`src/rtl/gat_pkg.sv`:
```
// Shared types and constants for the GAT load controller: FSM state encoding,
// error-flag bit positions and default parameter values.
package gat_pkg;

    typedef enum logic [2:0] {
        ST_IDLE,
        ST_LOAD,
        ST_START,
        ST_RUN,
        ST_DONE
    } gat_state_t;

    localparam int unsigned ERR_MISALIGN = 0;
    localparam int unsigned ERR_BUSY     = 1;
    localparam int unsigned ERR_TIMEOUT  = 2;

    localparam int unsigned GAT_NUM_CH    = 3;
    localparam int unsigned GAT_ADDR_W    = 18;
    localparam int unsigned GAT_DATA_W    = 21;
    localparam int unsigned GAT_CNT_W     = 20;
    localparam int unsigned GAT_TIMEOUT_W = 24;

endpackage

```
`src/rtl/gat_load_chan.sv`:
```
// One BRAM load channel: registers an accepted host write as a word-addressed,
// width-trimmed BRAM write and counts accepted writes (saturating).
module gat_load_chan
    import gat_pkg::*;
#(
    parameter int unsigned ADDR_W = GAT_ADDR_W,
    parameter int unsigned DATA_W = GAT_DATA_W,
    parameter int unsigned CNT_W  = GAT_CNT_W
) (
    input  logic              clk,
    input  logic              rst,
    input  logic              accept,
    input  logic              clear,
    input  logic [31:0]       din,
    input  logic [ADDR_W+1:0] addr,
    output logic [DATA_W-1:0] bram_din,
    output logic              bram_we,
    output logic [ADDR_W-1:0] bram_addr,
    output logic [CNT_W-1:0]  wr_cnt
);

    // Upper data bits and the byte offset are intentionally discarded here.
    logic unused_in;
    assign unused_in = ^{din, addr[1:0]};

    always_ff @(posedge clk) begin
        if (rst) begin
            bram_we   <= 1'b0;
            bram_addr <= '0;
            bram_din  <= '0;
            wr_cnt    <= '0;
        end else begin
            bram_we <= accept;
            if (accept) begin
                bram_addr <= addr[ADDR_W+1:2];
                bram_din  <= din[DATA_W-1:0];
            end
            if (clear) begin
                wr_cnt <= '0;
            end else if (accept && (wr_cnt != '1)) begin
                wr_cnt <= wr_cnt + 1'b1;
            end
        end
    end

endmodule

```
`src/rtl/gat_load_ctrl.sv`:
```
// GAT load controller: gates host BRAM loads per channel, sequences core start/run/done.
// Optional watchdog on the RUN state enabled by defining GAT_LOAD_TIMEOUT_EN.
module gat_load_ctrl
    import gat_pkg::*;
#(
    parameter int unsigned NUM_CH    = GAT_NUM_CH,
    parameter int unsigned ADDR_W    = GAT_ADDR_W,
    parameter int unsigned DATA_W    = GAT_DATA_W,
    parameter int unsigned CNT_W     = GAT_CNT_W,
    parameter int unsigned TIMEOUT_W = GAT_TIMEOUT_W
) (
    input  logic                       clk,
    input  logic                       rst,
    input  logic [NUM_CH*32-1:0]       ld_din,
    input  logic [NUM_CH-1:0]          ld_en,
    input  logic [NUM_CH-1:0]          ld_we,
    input  logic [NUM_CH*(ADDR_W+2)-1:0] ld_addr,
    input  logic [NUM_CH-1:0]          ld_done,
    input  logic                       gat_layer,
    input  logic                       core_done,
    output logic [NUM_CH*DATA_W-1:0]   bram_din,
    output logic [NUM_CH-1:0]          bram_we,
    output logic [NUM_CH*ADDR_W-1:0]   bram_addr,
    output logic                       core_start,
    output logic                       core_layer,
    output logic                       gat_ready,
    output logic [NUM_CH*CNT_W-1:0]    wr_cnt,
    output logic [2:0]                 err
);

    gat_state_t        state;
    logic [NUM_CH-1:0] done_lat;
    logic [NUM_CH-1:0] done_prev;
    logic [NUM_CH-1:0] done_rise;
    logic [NUM_CH-1:0] wr_req;
    logic [NUM_CH-1:0] misalign;
    logic [NUM_CH-1:0] accept;
    logic [NUM_CH-1:0] busy_wr;
    logic              load_ok;
    logic              busy;
    logic              clr;
    logic              timeout_hit;

    assign load_ok = (state == ST_IDLE) || (state == ST_LOAD);
    assign busy    = (state == ST_RUN) || (state == ST_DONE);
    assign clr     = (state == ST_DONE) && (ld_done == '0);
    assign wr_req  = ld_en & ld_we;
    // done_prev is held at zero outside LOAD, so bits already high on entry read as rising.
    assign done_rise = ld_done & ~done_prev;

    for (genvar c = 0; c < NUM_CH; c++) begin : g_chan
        assign misalign[c] = wr_req[c] && (ld_addr[c*(ADDR_W+2) +: 2] != 2'b00);
        assign accept[c]   = wr_req[c] && !misalign[c] && load_ok;
        assign busy_wr[c]  = wr_req[c] && busy;

        gat_load_chan #(
            .ADDR_W (ADDR_W),
            .DATA_W (DATA_W),
            .CNT_W  (CNT_W)
        ) u_chan (
            .clk       (clk),
            .rst       (rst),
            .accept    (accept[c]),
            .clear     (clr),
            .din       (ld_din[c*32 +: 32]),
            .addr      (ld_addr[c*(ADDR_W+2) +: ADDR_W+2]),
            .bram_din  (bram_din[c*DATA_W +: DATA_W]),
            .bram_we   (bram_we[c]),
            .bram_addr (bram_addr[c*ADDR_W +: ADDR_W]),
            .wr_cnt    (wr_cnt[c*CNT_W +: CNT_W])
        );
    end

`ifdef GAT_LOAD_TIMEOUT_EN
    localparam logic [TIMEOUT_W-1:0] WDOG_MAX  = '1;
    localparam logic [TIMEOUT_W-1:0] WDOG_LAST = WDOG_MAX - TIMEOUT_W'(1);

    logic [TIMEOUT_W-1:0] wdog;

    // Expiry fires on the edge where the watchdog reaches its all-ones value.
    assign timeout_hit = (state == ST_RUN) && (wdog == WDOG_LAST);

    always_ff @(posedge clk) begin
        if (rst) begin
            wdog <= '0;
        end else if (state == ST_START) begin
            wdog <= '0;
        end else if ((state == ST_RUN) && (wdog != WDOG_MAX)) begin
            wdog <= wdog + TIMEOUT_W'(1);
        end
    end
`else
    logic [TIMEOUT_W-1:0] unused_wdog;
    assign unused_wdog = '0;
    assign timeout_hit = 1'b0;
`endif

    always_ff @(posedge clk) begin
        if (rst) begin
            state      <= ST_IDLE;
            core_start <= 1'b0;
            core_layer <= 1'b0;
            gat_ready  <= 1'b0;
            err        <= '0;
            done_lat   <= '0;
            done_prev  <= '0;
        end else begin
            core_start <= 1'b0;
            done_prev  <= (state == ST_LOAD) ? ld_done : '0;
            err[ERR_MISALIGN] <= err[ERR_MISALIGN] | (|misalign);
            err[ERR_BUSY]     <= err[ERR_BUSY] | (|busy_wr);
            err[ERR_TIMEOUT]  <= err[ERR_TIMEOUT] | (timeout_hit & ~core_done);
            case (state)
                ST_IDLE: begin
                    done_lat <= done_lat | done_rise;
                    if ((|accept) || (|ld_done)) begin
                        state <= ST_LOAD;
                    end
                end
                ST_LOAD: begin
                    done_lat <= done_lat | done_rise;
                    if (&(done_lat | done_rise)) begin
                        state      <= ST_START;
                        core_start <= 1'b1;
                    end
                end
                ST_START: begin
                    core_layer <= gat_layer;
                    state      <= ST_RUN;
                end
                ST_RUN: begin
                    if (core_done || timeout_hit) begin
                        state     <= ST_DONE;
                        gat_ready <= 1'b1;
                    end
                end
                ST_DONE: begin
                    if (ld_done == '0) begin
                        state     <= ST_IDLE;
                        gat_ready <= 1'b0;
                        done_lat  <= '0;
                    end
                end
                default: begin
                    state <= ST_IDLE;
                end
            endcase
        end
    end

endmodule

```
`config.mk`:
```
export PLATFORM = sky130hd
export DESIGN_NAME = gat_load_ctrl
export DESIGN_NICKNAME = d
export VERILOG_FILES = /design/src/rtl/gat_pkg.sv /design/src/rtl/gat_load_chan.sv /design/src/rtl/gat_load_ctrl.sv
export SDC_FILE = /design/constraint.sdc
export NUM_CORES = 1
export LEC_CHECK = 0
export CAP_MARGIN = 0
export CORE_AREA = 2 2 138 140
export DETAILED_ROUTE_END_ITERATION = 6
export DIE_AREA = 0 0 140 142
export PLACE_DENSITY = 0.81
export SYNTH_ARGS = -nofsm -noshare
export SYNTH_HDL_FRONTEND = slang
export SYNTH_SLANG_ARGS = --single-unit
```
`constraint.sdc`:
```
create_clock -name clk -period 2.9 [get_ports clk]
set_input_delay 0.58 -clock clk [delete_from_list [all_inputs] [get_ports clk]]
set_output_delay 0.58 -clock clk [all_outputs]
set_load 0.02 [all_outputs]
```
==> results of run 1 <==
## cell type report
type | count | share of cell area [%]
clock buffer | 20 | 4.00
sequential | 194 | 33.3
inverter | 5 | 0.161
clock inverter | 11 | 1.07
tap | 234 | 2.51
timing repair buffer | 334 | 28.7
multi-input combinational | 686 | 30.3
## cells in the final DEF, fill, tap and decap left out, types with 5 or more instances in the layout
cell,instances
clkbuf_16,17
and2_1,8
buf_4,11
xnor2_1,28
mux2i_1,5
nor3_1,9
inv_1,5
o21ai_0,10
and4_1,7
nand2_1,268
nor2_1,73
nand4_1,25
nor4_1,14
dfxtp_1,194
and3_1,8
clkdlybuf4s50_1,319
a21oi_1,130
xor2_1,12
a211oi_1,10
nand3_1,17
## sequential cells by signal, summed over array words and instances, names as in the netlist
| name | cells |
|---|---|
| done_lat | 3 |
| gat_ready | 1 |
| state | 3 |
| g_chan.u_chan.wr_cnt | 60 |
| err | 2 |
| g_chan.u_chan.bram_din | 63 |
| g_chan.u_chan.bram_addr | 54 |
| done_prev | 3 |
| core_layer | 1 |
| core_start | 1 |
| g_chan.u_chan.bram_we | 3 |
## per-layer routing
layer / vias to the layer above / part of all wire (%)
met5: - / 0
li1: 3789 / -
met1: 3438 / 40
met2: 281 / 49
met4: 0 / 3.0
met3: 46 / 8.5
## where the power goes
group | switching (mW) | total, mW | internal (mW)
logic | 0.237 | 0.523 | 0.286
registers | 0.0307 | 2.74 | 2.71
clock network | 1.02 | 2.37 | 1.34
total | 1.29 | 5.63 | 4.34
## worst paths after layout
| check | from | end | slack [ps] |
|---|---|---|---|
| worst max-delay path | ld_addr[1] | g_chan[0].u_chan.wr_cnt[8]$_SDFFE_PP0P_ | 560 |
| worst min-delay path | g_chan[0].u_chan.bram_din[11]$_SDFFE_PP0P_ | g_chan[0].u_chan.bram_din[11]$_SDFFE_PP0P_ | 450 |
| worst max register to register | g_chan[0].u_chan.wr_cnt[1]$_SDFFE_PP0P_ | g_chan[0].u_chan.wr_cnt[8]$_SDFFE_PP0P_ | 630 |
| worst min register to register | g_chan[0].u_chan.bram_din[11]$_SDFFE_PP0P_ | g_chan[0].u_chan.bram_din[11]$_SDFFE_PP0P_ | 450 |
## logic make-up (layout without fill, tap and decap cells)
logic type / count (synthesis) / count (layout) / synth area share [%]
AOI/OAI and AO/OA: 181 / 181 / 13.4
xor gates and xnor gates: 40 / 40 / 4.55
adders and majority gates: 3 / 3 / 0.488
buffers and inverters: 67 / 370 / 3.77
DFF: 194 / 194 / 50.5
muxes: 5 / 5 / 0.650
other: 1 / 1 / 0.0487
and+or+nand+nor: 456 / 456 / 26.6
## worst min-delay path: cells and delay by family, from the launching register on
family | cells | cell delay [ps]
flip-flops | 1 | 310
AND/OR/NAND/NOR | 1 | 50
AO/OA/AOI/OAI | 1 | 50
## per-stage QoR
stage | util [%] | std cells | setup WS, ps
final | 63.3 | 1484 | 560
after global routing | 63.3 | 1484 | 468
after CTS | 63.3 | 1484 | 610
after detailed placement | 60.1 | 1453 | 161
after global placement | 60.1 | 1453 | 207
after floorplan | - | 947 | 799
==> results.sh, run 1 <==
export IMPL_ant_nets=0
export IMPL_ctsHoldBuffers=0
export IMPL_routedWlPerCell_um=15.7
export IMPL_antenna_cells=0
export IMPL_grt_max_degree=129
export IMPL_stdcell_area_um2=11700
export IMPL_synth_edff_count=0
export IMPL_seq_area_um2=3880
export IMPL_fin_skew_ps=10.8
export IMPL_finalNetCount=1410
export IMPL_cap_violations=0
export IMPL_grt_pass1_vias=7167
export IMPL_cp_required_ps=3220
export IMPL_grt_use_total_pct=22.9
export IMPL_use_met1_pct=26.4
export IMPL_reg2reg_depth=6
export IMPL_yosysTopAreaCell="dfxtp_1"
export IMPL_max_stage_delay_ps=620
export IMPL_vias_per_cell=5.09
export IMPL_synth_seq_cells=194
export IMPL_io_pins=355
export IMPL_outcome="finished with violations"
export IMPL_synth_flop_cell="dfxtp_1"
export IMPL_powerDensity_nw_per_um2=482
export IMPL_root_buffer="clkbuf_16"
export IMPL_failed_checks="design-rule violations"
export IMPL_synthTopCellsByArea="dfxtp_1 50%, nand2_1 13%, a21oi_1 8.5%, nor2_1 3.6%, xnor2_1 3.2%"
export IMPL_critPathBufInv=1
export IMPL_hold_ws_ps=454
export IMPL_die_h_um=142
export IMPL_synth_nets=1119
export IMPL_port_buffers=320
export IMPL_synth_top_cells_by_count="268 x nand2_1, 194 x dfxtp_1, 130 x a21oi_1"
export IMPL_place_area_um2=11100
export IMPL_yosysUniqueCellTypes=57
export IMPL_area_delta_synth_final_pct=51.7
export IMPL_h_tree_depth=4
export IMPL_placementRows=50
export IMPL_maxSlewViolCount=0
export IMPL_routed_wl_um=23300
export IMPL_finalHoldViolCount=0
export IMPL_yosysWarnings=0
export IMPL_cp_common_cell="a21oi_1"
export IMPL_cp_top_family="simple AND/OR/NAND/NOR gates"
export IMPL_route_detailed_drc=23
export IMPL_clk_latency_ps=420
export IMPL_overflow=0
export IMPL_finalCriticalPeriod_ps=2340
export IMPL_cp_depth=6
export IMPL_slowest_stage="or4b_1"
export IMPL_max_freq_ghz=0.427
export IMPL_yosys_cell_count_top_type="nand2_1"
export IMPL_multi_input_area_um2=3540
export IMPL_die_w_um=140
export IMPL_finalWeightedCongestion=0.875
export IMPL_syn_avg_cell_area_um2=8.13
export IMPL_use_met2_pct=39.7
export IMPL_hp_class="reg2reg"
export IMPL_finalCritPeriodShare_pct=80.7
export IMPL_first_pass_iters=7
export IMPL_relSlewSlack_pct=49.4
export IMPL_whs_path_depth=2
export IMPL_antenna_found_initial=1
export IMPL_irDropWorstVdd_mv=0.386
export IMPL_grt_busiest_layer="met2"
export IMPL_rsz0062_at_grt="no"
export IMPL_leakagePower_nw=3.94
export IMPL_nFillCells=1575
export IMPL_finalPower_mw=5.63
export IMPL_cp_arrival_ps=2660
export IMPL_async_reset_ff_share_pct=0
export IMPL_synth_top_area_share_pct=50.5
export IMPL_worst_setup_path_type="in2reg"
export IMPL_tritoncts="built"
export IMPL_path_max_fanout=7
export IMPL_start_util_pct=41.7
export IMPL_worstPathCellList="clkdlybuf4s50_1 > and4bb_2 > or4b_1 > a21oi_1 > a21oi_1 > a31o_2"
export IMPL_synthesis_area_um2=7700
export IMPL_drive_above_1_share_pct=4.88
export IMPL_endpoint_kind="flip-flop"
export IMPL_die_area_um2=19900
export IMPL_clk_path_buf_depth=2
export IMPL_design_core_area_um2=18500
export IMPL_clkTransAtPathRegs_ps=70
export IMPL_hpwlAfterDp_um=16800
export IMPL_cts_buffers=17
export IMPL_fin_tns_setup_ps=0
export IMPL_post_cts_resize_count=0
export IMPL_finalSetupViolCount=0
export IMPL_grt_met3_usage_pct=7.40
export IMPL_clock_sink_count=194
export IMPL_timing_critical_path_from_type="primary input"
export IMPL_netlist_instances=947
export IMPL_first_iter_violations=441
export IMPL_grt_pass1_wl_um=36700
export IMPL_cts_setup_buffers=0
export IMPL_route_vias_total=7554
export IMPL_yosysSeqAreaShare_pct=50.5
export IMPL_tightest_slew_ps=754
Note: power is estimated with default switching activity, not from simulation.
==> inputs of run 2 (changes only) <==
--- a/config.mk
+++ b/config.mk
@@ -6,9 +6,9 @@
 export NUM_CORES = 1
 export LEC_CHECK = 0
 export CAP_MARGIN = 0
-export CORE_AREA = 2 2 138 140
+export CORE_MARGIN = 1.5
+export CORE_UTILIZATION = 42
 export DETAILED_ROUTE_END_ITERATION = 6
-export DIE_AREA = 0 0 140 142
 export PLACE_DENSITY = 0.81
 export SYNTH_ARGS = -nofsm -noshare
 export SYNTH_HDL_FRONTEND = slang
==> constraint.sdc (replaced) <==
create_clock -name clk -period 2.2 [get_ports clk]
set_input_delay 0.44 -clock clk [delete_from_list [all_inputs] [get_ports clk]]
set_output_delay 0.44 -clock clk [all_outputs]
set_load 0.02 [all_outputs]
==> results.sh, run 2 (synthesis gave the netlist of run 1 again) <==
export IMPL_maxSlewViolCount=0
export IMPL_max_freq_ghz=0.461
export IMPL_powerDensity_nw_per_um2=632
export IMPL_clkTransAtPathRegs_ps=70
export IMPL_cts_setup_buffers=0
export IMPL_routed_wl_um=24200
export IMPL_largest_reg_flops=63
export IMPL_rr_endpoint="g_chan[0].u_chan.wr_cnt[6]$_SDFFE_PP0P_"
export IMPL_slowest_stage="or4b_1"
export IMPL_h_tree_depth=4
export IMPL_finalHoldViolCount=0
export IMPL_area_delta_synth_final_pct=55.7
export IMPL_critPathBufInv=2
export IMPL_fin_tns_setup_ps=0
export IMPL_ctsHoldBuffers=0
export IMPL_clk_path_buf_depth=2
export IMPL_drive_above_1_share_pct=7.33
export IMPL_worstPathCellList="clkdlybuf4s50_1 > and4bb_2 > or4b_1 > buf_4 > a211oi_1 > xnor2_1 > nor2_1"
export IMPL_worst_setup_path_type="in2reg"
export IMPL_wl_met2_um=11600
export IMPL_routedWlPerCell_um=16.0
export IMPL_reg_top3="g_chan.u_chan.bram_din (63), g_chan.u_chan.wr_cnt (60), g_chan.u_chan.bram_addr (54)"
export IMPL_cp_required_ps=2520
export IMPL_placementRows=49
export IMPL_tritoncts="built"
export IMPL_reg2reg_setup_slack_ps=90
export IMPL_final_common_cell="clkdlybuf4s50_1"
export IMPL_cap_violations=0
export IMPL_hp_class="in2reg"
export IMPL_route_detailed_drc=0
export IMPL_largest_register="g_chan.u_chan.bram_din"
export IMPL_port_buffers=320
export IMPL_ant_nets=0
export IMPL_finalCriticalPeriod_ps=2170
export IMPL_reg2reg_depth=7
export IMPL_clk_latency_ps=430
export IMPL_root_buffer="clkbuf_16"
export IMPL_die_h_um=138
export IMPL_leakagePower_nw=4.11
export IMPL_first_pass_iters=5
export IMPL_cts_buffers=17
export IMPL_cp_arrival_ps=2480
export IMPL_cp_startpoint="ld_addr[0]"
export IMPL_antenna_found_initial=1
export IMPL_fin_cells=1513
export IMPL_overflow=0
export IMPL_finalPower_mw=7.57
export IMPL_nFillCells=1491
export IMPL_finalCritPeriodShare_pct=98.5
export IMPL_die_area_um2=19100
export IMPL_max_stage_delay_ps=580
export IMPL_top_layer="met4"
export IMPL_cp_depth=7
export IMPL_drt_met1_wl_um=9740
export IMPL_tightest_slew_ps=653
export IMPL_start_util_pct=42.9
export IMPL_grt_pass1_vias=7566
export IMPL_hold_ws_ps=373
export IMPL_stdcell_area_um2=12000
export IMPL_design_core_area_um2=18000
export IMPL_grt_use_total_pct=24.6
export IMPL_outcome="finished, final reports clean"
export IMPL_endpoint_kind="flip-flop"
export IMPL_route_vias_total=7860
export IMPL_cp_endpoint="g_chan[0].u_chan.wr_cnt[6]$_SDFFE_PP0P_"
export IMPL_route_met3_wl_um=1890
export IMPL_place_area_um2=11400
export IMPL_fin_skew_ps=6.57
export IMPL_grt_pass1_wl_um=38200
export IMPL_die_w_um=138
export IMPL_irDropWorstVdd_mv=0.532
export IMPL_rsz0062_at_grt="no"
export IMPL_timing_critical_path_from_type="primary input"
export IMPL_finalSetupViolCount=0
export IMPL_cp_top_family="simple AND/OR/NAND/NOR gates"
export IMPL_finalNetCount=1442
export IMPL_relSlewSlack_pct=56.5
export IMPL_post_cts_resize_count=0
export IMPL_clock_sink_count=194
export IMPL_first_iter_violations=391
export IMPL_grt_max_degree=129
export IMPL_vias_per_cell=5.19
export IMPL_io_pins=355
export IMPL_r2r_start="g_chan[0].u_chan.wr_cnt[0]$_SDFFE_PP0P_"
export IMPL_hpwlAfterDp_um=17300
export IMPL_finalWeightedCongestion=0.854
export IMPL_dp_cells=1480
export IMPL_layout_common_cells="319 x clkdlybuf4s50_1, 268 x nand2_1, 194 x dfxtp_1"
export IMPL_path_max_fanout=6
## run 2: cell types whose count changed in the layout (fill, tap and decap cells not counted), moves of 2 or more
cell | before | now
buf_12 | 4 | 7
buf_4 | 11 | 40
clkbuf_8 | 3 | 1
clkinv_2 | 3 | 1
## run 2: cell type report
cell class	instances	area [um^2]	share of cell area (%)
tap	229	287	2.39
timing repair buffer	366	3630	30.3
antenna	1	2.50	0.0209
clock buffer	19	443	3.70
sequential	194	3880	32.4
multi-input combinational	686	3540	29.6
clock inverter	13	173	1.44
inverter	5	18.8	0.157
## run 2: layer usage
metal  global-route usage [%]  up-vias
met1                     28.3     3610
met4                     11.9        0
met3                     6.69       63
met5                        0        -
li1                         -     3848
met2                     42.2      339
## run 2: report_power, final
group	internal, mW	switching (mW)	total, mW	leakage [nW]
Sequential	3.58	0.0402	3.62	1.57
Clock	1.84	1.40	3.24	0.293
Combinational	0.395	0.324	0.718	2.25
## run 2: stage by stage
| step | worst slack (ps) | util [%] |
|---|---|---|
| after floorplan | 99.0 | - |
| after global placement | -264 | 63.2 |
| after detailed placement | -375 | 63.2 |
| after CTS | 69.2 | 66.7 |
| after global routing | 5.44 | 66.7 |
| final | 32.7 | 66.7 |
## run 2: how the worst min path moves through the flow
stage                                                      startpoint  cells past startpoint  slack, ps                                           to
after floorplan                              done_lat[0]$_SDFFE_PP0P_                      2        480                     done_lat[0]$_SDFFE_PP0P_
after global placement     g_chan[1].u_chan.bram_addr[6]$_SDFFE_PP0P_                      2        440   g_chan[1].u_chan.bram_addr[6]$_SDFFE_PP0P_
after detailed placement  g_chan[0].u_chan.bram_addr[12]$_SDFFE_PP0P_                      2        450  g_chan[0].u_chan.bram_addr[12]$_SDFFE_PP0P_
after CTS                                                         rst                      3        360                        state[2]$_SDFFE_PP0P_
after global routing                                              rst                      3        390                        state[2]$_SDFFE_PP0P_
final                                                             rst                      3        370                        state[2]$_SDFFE_PP0P_
## run 2: worst min-delay path: cells and delay by family
family,cells,cell delay (ps)
AO/OA/AOI/OAI,1,120
buffers and inverters,2,200
==> inputs of run 3 (changes only) <==
--- a/config.mk
+++ b/config.mk
@@ -9,7 +9,7 @@
 export CORE_MARGIN = 1.5
 export CORE_UTILIZATION = 42
 export DETAILED_ROUTE_END_ITERATION = 6
-export PLACE_DENSITY = 0.81
+export PLACE_DENSITY = 0.77
 export SYNTH_ARGS = -nofsm -noshare
 export SYNTH_HDL_FRONTEND = slang
 export SYNTH_SLANG_ARGS = --single-unit
==> constraint.sdc (replaced) <==
create_clock -name clk -period 2.2 [get_ports clk]
set_input_delay 0.44 -clock clk [delete_from_list [all_inputs] [get_ports clk]]
set_output_delay 0.44 -clock clk [all_outputs]
set_load 0.005 [all_outputs]
==> results.sh, run 3 (synthesis gave the netlist of run 1 again) <==
export IMPL_path_max_fanout=5
export IMPL_antenna_found_initial=0
export IMPL_place_area_um2=11400
export IMPL_tightest_slew_ps=622
export IMPL_first_pass_iters=5
export IMPL_grt_max_degree=129
export IMPL_root_buffer="clkbuf_16"
export IMPL_finalCritPeriodShare_pct=91.6
export IMPL_hpwlAfterDp_um=17100
export IMPL_largest_reg_flops=63
export IMPL_worstPathCellList="clkdlybuf4s50_1 > and4bb_2 > or4b_1 > buf_4 > a211oi_1 > xnor2_1 > nor2_1"
export IMPL_maxSlewViolCount=0
export IMPL_dp_cells=1484
export IMPL_outcome="finished, final reports clean"
export IMPL_nFillCells=1491
export IMPL_h_tree_depth=4
export IMPL_route_vias_total=7755
export IMPL_finalPower_mw=7.22
export IMPL_die_area_um2=19100
export IMPL_placementRows=49
export IMPL_clk_path_buf_depth=2
export IMPL_antenna_cells=0
export IMPL_post_place_ws_ps=-259
export IMPL_finalSetupViolCount=0
export IMPL_fin_cells=1518
export IMPL_cp_arrival_ps=2340
export IMPL_worst_setup_path_type="in2reg"
export IMPL_clk_latency_ps=430
export IMPL_design_core_area_um2=18000
export IMPL_leakagePower_nw=4.12
export IMPL_ant_nets=0
export IMPL_cts_buffers=17
export IMPL_overflow=0
export IMPL_clock_sink_count=194
export IMPL_max_stage_delay_ps=540
export IMPL_powerDensity_nw_per_um2=603
export IMPL_area_delta_synth_final_pct=55.5
export IMPL_stdcell_area_um2=12000
export IMPL_routedWlPerCell_um=15.5
export IMPL_endpoint_kind="flip-flop"
export IMPL_critPathBufInv=2
export IMPL_final_setup_worst_slack_ps=184
export IMPL_rsz0062_at_grt="no"
export IMPL_grt_pass1_vias=7452
export IMPL_first_iter_violations=388
export IMPL_hp_class="in2reg"
export IMPL_timing_critical_path_from_type="primary input"
export IMPL_tritoncts="built"
export IMPL_clkTransAtPathRegs_ps=70
export IMPL_vias_per_cell=5.11
export IMPL_routed_wl_um=23500
export IMPL_largest_register="g_chan.u_chan.bram_din"
export IMPL_finalNetCount=1448
export IMPL_start_util_pct=42.9
export IMPL_cap_violations=0
export IMPL_cp_top_family="simple AND/OR/NAND/NOR gates"
export IMPL_cp_required_ps=2530
export IMPL_route_detailed_drc=0
export IMPL_finalWeightedCongestion=0.857
export IMPL_die_h_um=138
export IMPL_finalCriticalPeriod_ps=2020
export IMPL_max_freq_ghz=0.496
export IMPL_relSlewSlack_pct=58.6
export IMPL_hold_ws_ps=381
export IMPL_port_buffers=320
export IMPL_grt_use_total_pct=24.3
export IMPL_irDropWorstVdd_mv=0.526
export IMPL_layout_common_cells="319 x clkdlybuf4s50_1, 267 x nand2_1, 194 x dfxtp_1"
export IMPL_io_pins=355
export IMPL_grt_pass1_wl_um=37900
export IMPL_drive_above_1_share_pct=7.91
export IMPL_slowest_stage="or4b_1"
export IMPL_die_w_um=138
export IMPL_reg_top3="g_chan.u_chan.bram_din (63), g_chan.u_chan.wr_cnt (60), g_chan.u_chan.bram_addr (54)"
export IMPL_finalHoldViolCount=0
export IMPL_fin_skew_ps=9.50
export IMPL_final_common_cell="clkdlybuf4s50_1"
-- run 3: cell type report --
class                   count  area (um^2)  area share [%]
flip-flops and latches    194         3880            32.4
repair buffers            372         3680            30.7
multi-input cells         686         3550            29.7
clock buffers              18          429            3.58
well taps                 229          287            2.39
clock inverters            14          123            1.02
inverters                   5         18.8           0.157
-- run 3: per-layer routing --
layer / vias to the layer above / GRT usage (%) / wire, um
li1: 3865 / - / -
met1: 3575 / 28.7 / 9500
met2: 272 / 41.7 / 11600
met3: 43 / 7.34 / 1790
met4: 0 / 9.09 / 682
met5: - / 0 / 0
-- run 3: metrics by stage --
step / utilization [%] / setup TNS [ps]
3_5_place_dp: 63.4 / -2720
4_1_cts: 66.5 / 0
6_report: 66.6 / 0
5_1_grt: 66.6 / 0
2_1_floorplan: - / 0
3_3_place_gp: 63.4 / -2180
-- run 3: path summary, 6_finish.rpt --
| path | to | from | cells past startpoint | slack (ps) |
|---|---|---|---|---|
| setup / recovery | g_chan[0].u_chan.wr_cnt[10]$_SDFFE_PP0P_ | ld_addr[1] | 7 | 180 |
| hold / removal | state[2]$_SDFFE_PP0P_ | rst | 3 | 380 |
| setup reg to reg | g_chan[0].u_chan.wr_cnt[11]$_SDFFE_PP0P_ | state[2]$_SDFFE_PP0P_ | 5 | 180 |
| hold reg to reg | g_chan[2].u_chan.bram_addr[2]$_SDFFE_PP0P_ | g_chan[2].u_chan.bram_addr[2]$_SDFFE_PP0P_ | 2 | 450 |
-- run 3: repair_timing --
action | CTS | global route
hold buffers | 0 | 0
resized for setup | 0 | 2
setup buffers | 0 | 2
setup endpoints to repair | 0 | 3
-- run 3: power breakdown --
group	internal, mW	total (mW)	switching, mW
registers	3.58	3.61	0.0363
clock network	1.49	2.95	1.46
logic	0.396	0.654	0.259
total	5.46	7.22	1.76
-- run 3: worst min-delay path: stages --
cell    delay [ps]
buf_4          100
inv_1           90
o21a_1         130
